[config.mk]
export PLATFORM = sky130hd
export DESIGN_NAME = cam_capture
export DESIGN_NICKNAME = d
export VERILOG_FILES = /design/src/rtl/cam_pkg.sv /design/src/rtl/cam_capture_edge_det.sv /design/src/rtl/cam_capture.sv
export SDC_FILE = /design/constraint.sdc
export NUM_CORES = 1
export LEC_CHECK = 0
export ABC_AREA = 1
export BUFFER_PORTS_ARGS = -buffer_cell sky130_fd_sc_hd__buf_2
export CORE_MARGIN = 5
export CORE_UTILIZATION = 41
export DETAILED_ROUTE_END_ITERATION = 7
export PLACE_DENSITY = 0.71
export SLEW_MARGIN = 25
export SYNTH_ARGS = -nofsm -noshare
export SYNTH_HDL_FRONTEND = slang
export SYNTH_HIERARCHICAL = 1
export SYNTH_SLANG_ARGS = --single-unit
export TNS_END_PERCENT = 50
[constraint.sdc]
create_clock -name cam_pclk -period 7.4 [get_ports cam_pclk]
set_input_delay 0.74 -clock cam_pclk [delete_from_list [all_inputs] [get_ports cam_pclk]]
set_output_delay 0.74 -clock cam_pclk [all_outputs]
set_load 0.03 [all_outputs]
[src/rtl/cam_pkg.sv]
// Shared types and default geometry for the camera capture front end.
package cam_pkg;

  typedef enum logic [1:0] {
    WAIT_CFG = 2'd0,
    SKIP     = 2'd1,
    ACTIVE   = 2'd2
  } cam_state_e;

  localparam int unsigned CAM_H_ACTIVE    = 640;
  localparam int unsigned CAM_V_ACTIVE    = 480;
  localparam int unsigned CAM_SKIP_FRAMES = 10;

endpackage

[src/rtl/cam_capture_edge_det.sv]
// Registers a 1-bit input and flags its rising and falling edges against the
// value held from the previous clock edge.
module edge_det (
  input  logic clk_i,
  input  logic rst_i,
  input  logic d_i,
  output logic rise_c_o,
  output logic fall_c_o
);

  logic d_q;

  always_ff @(posedge clk_i or posedge rst_i) begin
    if (rst_i) d_q <= 1'b0;
    else       d_q <= d_i;
  end

  assign rise_c_o = d_i & ~d_q;
  assign fall_c_o = ~d_i & d_q;

endmodule

[src/rtl/cam_capture.sv]
// UYVY luma extractor: waits for cfg_done, skips start-up frames, then writes
// one luma byte per pixel, clamped to H_ACTIVE x V_ACTIVE. Build option:
// CAM_CAPTURE_TESTPAT_EN replaces the pixel data with pix_cnt ^ line_cnt.
module cam_capture
  import cam_pkg::*;
#(
  parameter int unsigned SKIP_FRAMES = CAM_SKIP_FRAMES,
  parameter int unsigned H_ACTIVE    = CAM_H_ACTIVE,
  parameter int unsigned V_ACTIVE    = CAM_V_ACTIVE
) (
  input  logic       cam_pclk,
  input  logic       rst,
  input  logic       cfg_done,
  input  logic       vsync_i,
  input  logic       href_i,
  input  logic [7:0] din,
  output logic       wr_en_o,
  output logic [7:0] dout,
  output logic       frame_start_o,
  output logic       capturing_o,
  output logic       line_err_o
);

  localparam int unsigned PW = $clog2(H_ACTIVE + 1);
  localparam int unsigned LW = $clog2(V_ACTIVE + 1);
  localparam int unsigned CW = $clog2(H_ACTIVE + 2);

  cam_state_e state_q, state_d;

  logic          vs_fall, href_fall, unused_vs_rise, unused_href_rise;
  logic          restart_c;
  logic [3:0]    skip_nxt_c;
  logic [3:0]    skip_cnt_q, skip_cnt_d;
  logic [PW-1:0] pix_cnt_q, pix_cnt_d;
  logic [LW-1:0] line_cnt_q, line_cnt_d;
  logic [CW-1:0] luma_cnt_q, luma_cnt_d;
  logic          ph_q, ph_d;
  logic          wr_en_q, wr_en_d;
  logic [7:0]    dout_q, dout_d;
  logic          frame_start_q, frame_start_d;
  logic          capturing_q, capturing_d;
  logic          line_err_q, line_err_d;

  edge_det u_href_edge (
    .clk_i    (cam_pclk),
    .rst_i    (rst),
    .d_i      (href_i),
    .rise_c_o (unused_href_rise),
    .fall_c_o (href_fall)
  );

  edge_det u_vsync_edge (
    .clk_i    (cam_pclk),
    .rst_i    (rst),
    .d_i      (vsync_i),
    .rise_c_o (unused_vs_rise),
    .fall_c_o (vs_fall)
  );

`ifdef CAM_CAPTURE_TESTPAT_EN
  logic [7:0] unused_din;
  assign unused_din = din;
`endif

  assign skip_nxt_c = (skip_cnt_q == 4'hF) ? skip_cnt_q : skip_cnt_q + 4'd1;

  always_ff @(posedge cam_pclk or posedge rst) begin
    if (rst) state_q <= WAIT_CFG;
    else     state_q <= state_d;
  end

  always_comb begin
    state_d = state_q;
    case (state_q)
      WAIT_CFG: if (cfg_done) state_d = SKIP;
      SKIP:     if (vs_fall && (skip_nxt_c >= 4'(SKIP_FRAMES))) state_d = ACTIVE;
      ACTIVE:   state_d = ACTIVE;
      default:  state_d = WAIT_CFG;
    endcase
    if (!cfg_done) state_d = WAIT_CFG;
  end

  // Frame restart is applied before the byte/line logic so a same-edge href
  // byte lands in line 0.
  always_comb begin
    restart_c     = vs_fall && cfg_done && (state_q == ACTIVE || state_d == ACTIVE);
    ph_d          = href_i ? ~ph_q : 1'b0;
    wr_en_d       = 1'b0;
    dout_d        = dout_q;
    frame_start_d = 1'b0;
    capturing_d   = (state_d == ACTIVE);
    line_err_d    = line_err_q;
    skip_cnt_d    = skip_cnt_q;
    pix_cnt_d     = pix_cnt_q;
    line_cnt_d    = line_cnt_q;
    luma_cnt_d    = luma_cnt_q;

    if (!cfg_done) begin
      skip_cnt_d = 4'd0;
      pix_cnt_d  = '0;
      line_cnt_d = '0;
      luma_cnt_d = '0;
    end else begin
      if (state_q == SKIP && vs_fall) skip_cnt_d = skip_nxt_c;
      if (restart_c) begin
        frame_start_d = 1'b1;
        pix_cnt_d     = '0;
        line_cnt_d    = '0;
        luma_cnt_d    = '0;
      end
      if (state_q == ACTIVE) begin
        if (href_i && ph_q) begin
          if (luma_cnt_d != CW'(H_ACTIVE + 1)) luma_cnt_d = luma_cnt_d + CW'(1);
          if (pix_cnt_d < PW'(H_ACTIVE) && line_cnt_d < LW'(V_ACTIVE)) begin
            wr_en_d = 1'b1;
`ifdef CAM_CAPTURE_TESTPAT_EN
            dout_d  = 8'(pix_cnt_d) ^ 8'(line_cnt_d);
`else
            dout_d  = din;
`endif
            pix_cnt_d = pix_cnt_d + PW'(1);
          end
        end
        if (href_fall && !restart_c) begin
          if (line_cnt_d < LW'(V_ACTIVE)) begin
            line_cnt_d = line_cnt_d + LW'(1);
            if (luma_cnt_q != CW'(H_ACTIVE)) line_err_d = 1'b1;
          end
          pix_cnt_d  = '0;
          luma_cnt_d = '0;
        end
      end
    end
  end

  always_ff @(posedge cam_pclk or posedge rst) begin
    if (rst) begin
      ph_q          <= 1'b0;
      skip_cnt_q    <= 4'd0;
      pix_cnt_q     <= '0;
      line_cnt_q    <= '0;
      luma_cnt_q    <= '0;
      wr_en_q       <= 1'b0;
      dout_q        <= 8'd0;
      frame_start_q <= 1'b0;
      capturing_q   <= 1'b0;
      line_err_q    <= 1'b0;
    end else begin
      ph_q          <= ph_d;
      skip_cnt_q    <= skip_cnt_d;
      pix_cnt_q     <= pix_cnt_d;
      line_cnt_q    <= line_cnt_d;
      luma_cnt_q    <= luma_cnt_d;
      wr_en_q       <= wr_en_d;
      dout_q        <= dout_d;
      frame_start_q <= frame_start_d;
      capturing_q   <= capturing_d;
      line_err_q    <= line_err_d;
    end
  end

  assign wr_en_o       = wr_en_q;
  assign dout          = dout_q;
  assign frame_start_o = frame_start_q;
  assign capturing_o   = capturing_q;
  assign line_err_o    = line_err_q;

endmodule

==> summary.txt <==
Status = complete, no violations
Reg area = 1250 um2
IO Port Bufs = 24
Routability Congestion = 0.858
Internal Power = 0.000358 W
Multi-input logic area = 1250 um2
Cells along the critical path = buf_2, inv_1, a21oi_1, nand3_4, nand2_1, inv_1, ha_1, nand3_1, nor2_1, nand2_2, nand2_2, nor3_2, nand4_1, nand2_1, o21ai_0, nand2_1, inv_1
Leak pwr = 1.56 nW
Largest net degree at the start of global routing = 49
Syn_nets = 364
CTS Buffer Depth = 2
DP Wirelength = 3970 um
Critical path launch point type = primary input
Worst-case clock skew = 0.0134 ns
Vias in the first global route = 2193
Drt first pass iters = 4
Reg clk slew, reported paths = 0.10 ns
Die width = 91.6 um
Clk root buf = clkbuf_8
Clock power frac = 35.6%
Slew headroom = 44.6%
Max-cap violation count = 0
Vias = 2262
Post-Syn Area = 2730 um2
CTS Hold Bufs = 0
Gr usage total = 14.3%
Hold Worst Slack = 0.265 ns
Data required, critical path = 7.62 ns
R2R cell count = 21
Number of diodes = 0
Total Power = 0.000471 W
Die height = 91.6 um
Final WL = 5460 um
# rows = 29
Combinational Power Share = 5.4%
Crit-path max cell delay = 0.39 ns
Most crowded layer after global routing = met2
Post-CTS Setup Inserts = 0
Worst Setup EP = luma_cnt_q[6]
WL per Instance = 12.1 um
Setup TNS = 0 ns
# DRC = 0
Filler Cell Count = 621
Fin. Hold Viols = 0
Clk_lat worst skew = 0.31 ns
Initial antenna violation count = 0
Worst slew pin tran = 0.830 ns
Max Fclk = 0.325 GHz
Final min period = 3.08 ns
H-tree levels = 2
CP startpoint = cfg_done
Worst R2R End = luma_cnt_q[6]
Initial drt markers = 92
Syn. warnings = 6
Drt via density = 5.02
Reg power frac = 59.0%
Global-route wire length before repair = 9920 um
Core Area = 6420 um2
Initial Util = 42.5%
Boundary pin count = 25
Layout cell share with drive strength beyond 1 = 19.3%
Met3 usage = 2.86%
Area Growth Syn to Fin = 10.4%
Pwr dens = 156 nW/um2
Met1 GRT Util = 17.8%
Final ANT Viol Nets = 0
Max-slew violations = 0
CTS tree = built
Finish-stage setup viols = 0
Met2 Resource Use GR = 24.2%
Area after DPL = 2920 um2
Fin nets = 391
Psw = 0.000113 W
Cts repair resizes = 0
Final period utilization = 41.6%
Hold Path Class = in -> async
WP data arrival = 3.29 ns
Slowest CP cell = nand3_4
CTS Buf Count = 5
Post-Syn Instances = 346
Critical path class = in -> reg
Die Area = 8390 um2
Worst r2r src = skip_cnt_q[0]
Max IR drop VDD = 122 uV
Sw frac = 23.9%
Final instance area = 3020 um2
Remaining Overflow, GRT = 0
R2r setup slk = 4.35 ns
Clk sinks = 50
Maximum fanout along the worst path = 36
RSZ-0062 raised after global routing = false
Crit path capture type = register
Average size of a mapped cell = 7.89 um2
area by class of cell:
type | count | share of cell area (%)
clock buffer | 6 | 2.74
inverter | 52 | 6.59
sequential | 50 | 41.5
clock inverter | 2 | 0.415
timing repair buffer | 24 | 3.98
multi-input combinational | 240 | 41.6
tap | 77 | 3.19
state kept, by name, summed over array words and instances (netlist names):
| signal | cells |
|---|---|
| luma_cnt_q | 10 |
| pix_cnt_q | 10 |
| line_cnt_q | 9 |
| dout | 8 |
| skip_cnt_q | 4 |
| state_q | 2 |
| capturing_o | 1 |
| frame_start_o | 1 |
| line_err_o | 1 |
| ph_q | 1 |
| u_href_edge/d_q | 1 |
| u_vsync_edge/d_q | 1 |
| wr_en_o | 1 |
power groups by stage:
| stage | logic, W | registers, W | clock network, W |
|---|---|---|---|
| finish | 0.0000255 | 0.000278 | 0.000168 |
| floorplan | 0.0000136 | 0.000286 | 0 |
| CTS | 0.0000264 | 0.000278 | 0.000174 |
| global placement | 0.0000259 | 0.000283 | 0 |
| global route | 0.0000296 | 0.000278 | 0.000185 |
| detailed placement | 0.0000263 | 0.000283 | 0 |
layer usage:
metal  routed length [um]  vias up  share of wire (%)
met1                 2590     1046                 47
met2                 2580       34                 47
met3                  188        9                3.4
met5                    0        -                  0
li1                     -     1173                  -
met4                  107        0                2.0
worst min path at each step:
stage | startpoint | end | slack [ns] | cells after the start
CTS | rst | u_vsync_edge/d_q | 0.26 | 2
global placement | ph_q | ph_q | 0.41 | 1
global route | rst | u_vsync_edge/d_q | 0.26 | 2
detailed placement | ph_q | ph_q | 0.41 | 1
finish | rst | u_vsync_edge/d_q | 0.26 | 2
floorplan | ph_q | ph_q | 0.40 | 1
metrics by stage:
stage               instances  utilization, %  worst slack (ns)
floorplan                 346               -              4.45
global placement          443            45.5              4.12
detailed placement        443            45.5              3.99
CTS                       451            47.0              4.32
global route              451            47.0              3.92
finish                    451            47.0              4.32
placed cells by master (no fill, tap or decap), drive strengths merged:
cell type  count
a21oi         23
nand4         11
o211ai         2
nand3         18
or2            1
inv           50
o21a           2
buf           24
o22ai          3
o21bai         1
nor2          32
a31oi          1
ha             5
o21ai         20
dfrtp         50
xnor2          2
nor3b          3
nand3b         1
clkinv         3
a211oi         1
nor3           9
clkbuf         6
nand2        105
clkinvlp       1
critical path: cells and delay by family:
kind	cells	cell delay (ns)
fa+ha+maj	1	0.18
compound gates	2	0.38
buf+inv	4	0.55
simple gates	10	1.40
(Power assumes the default switching activity.)
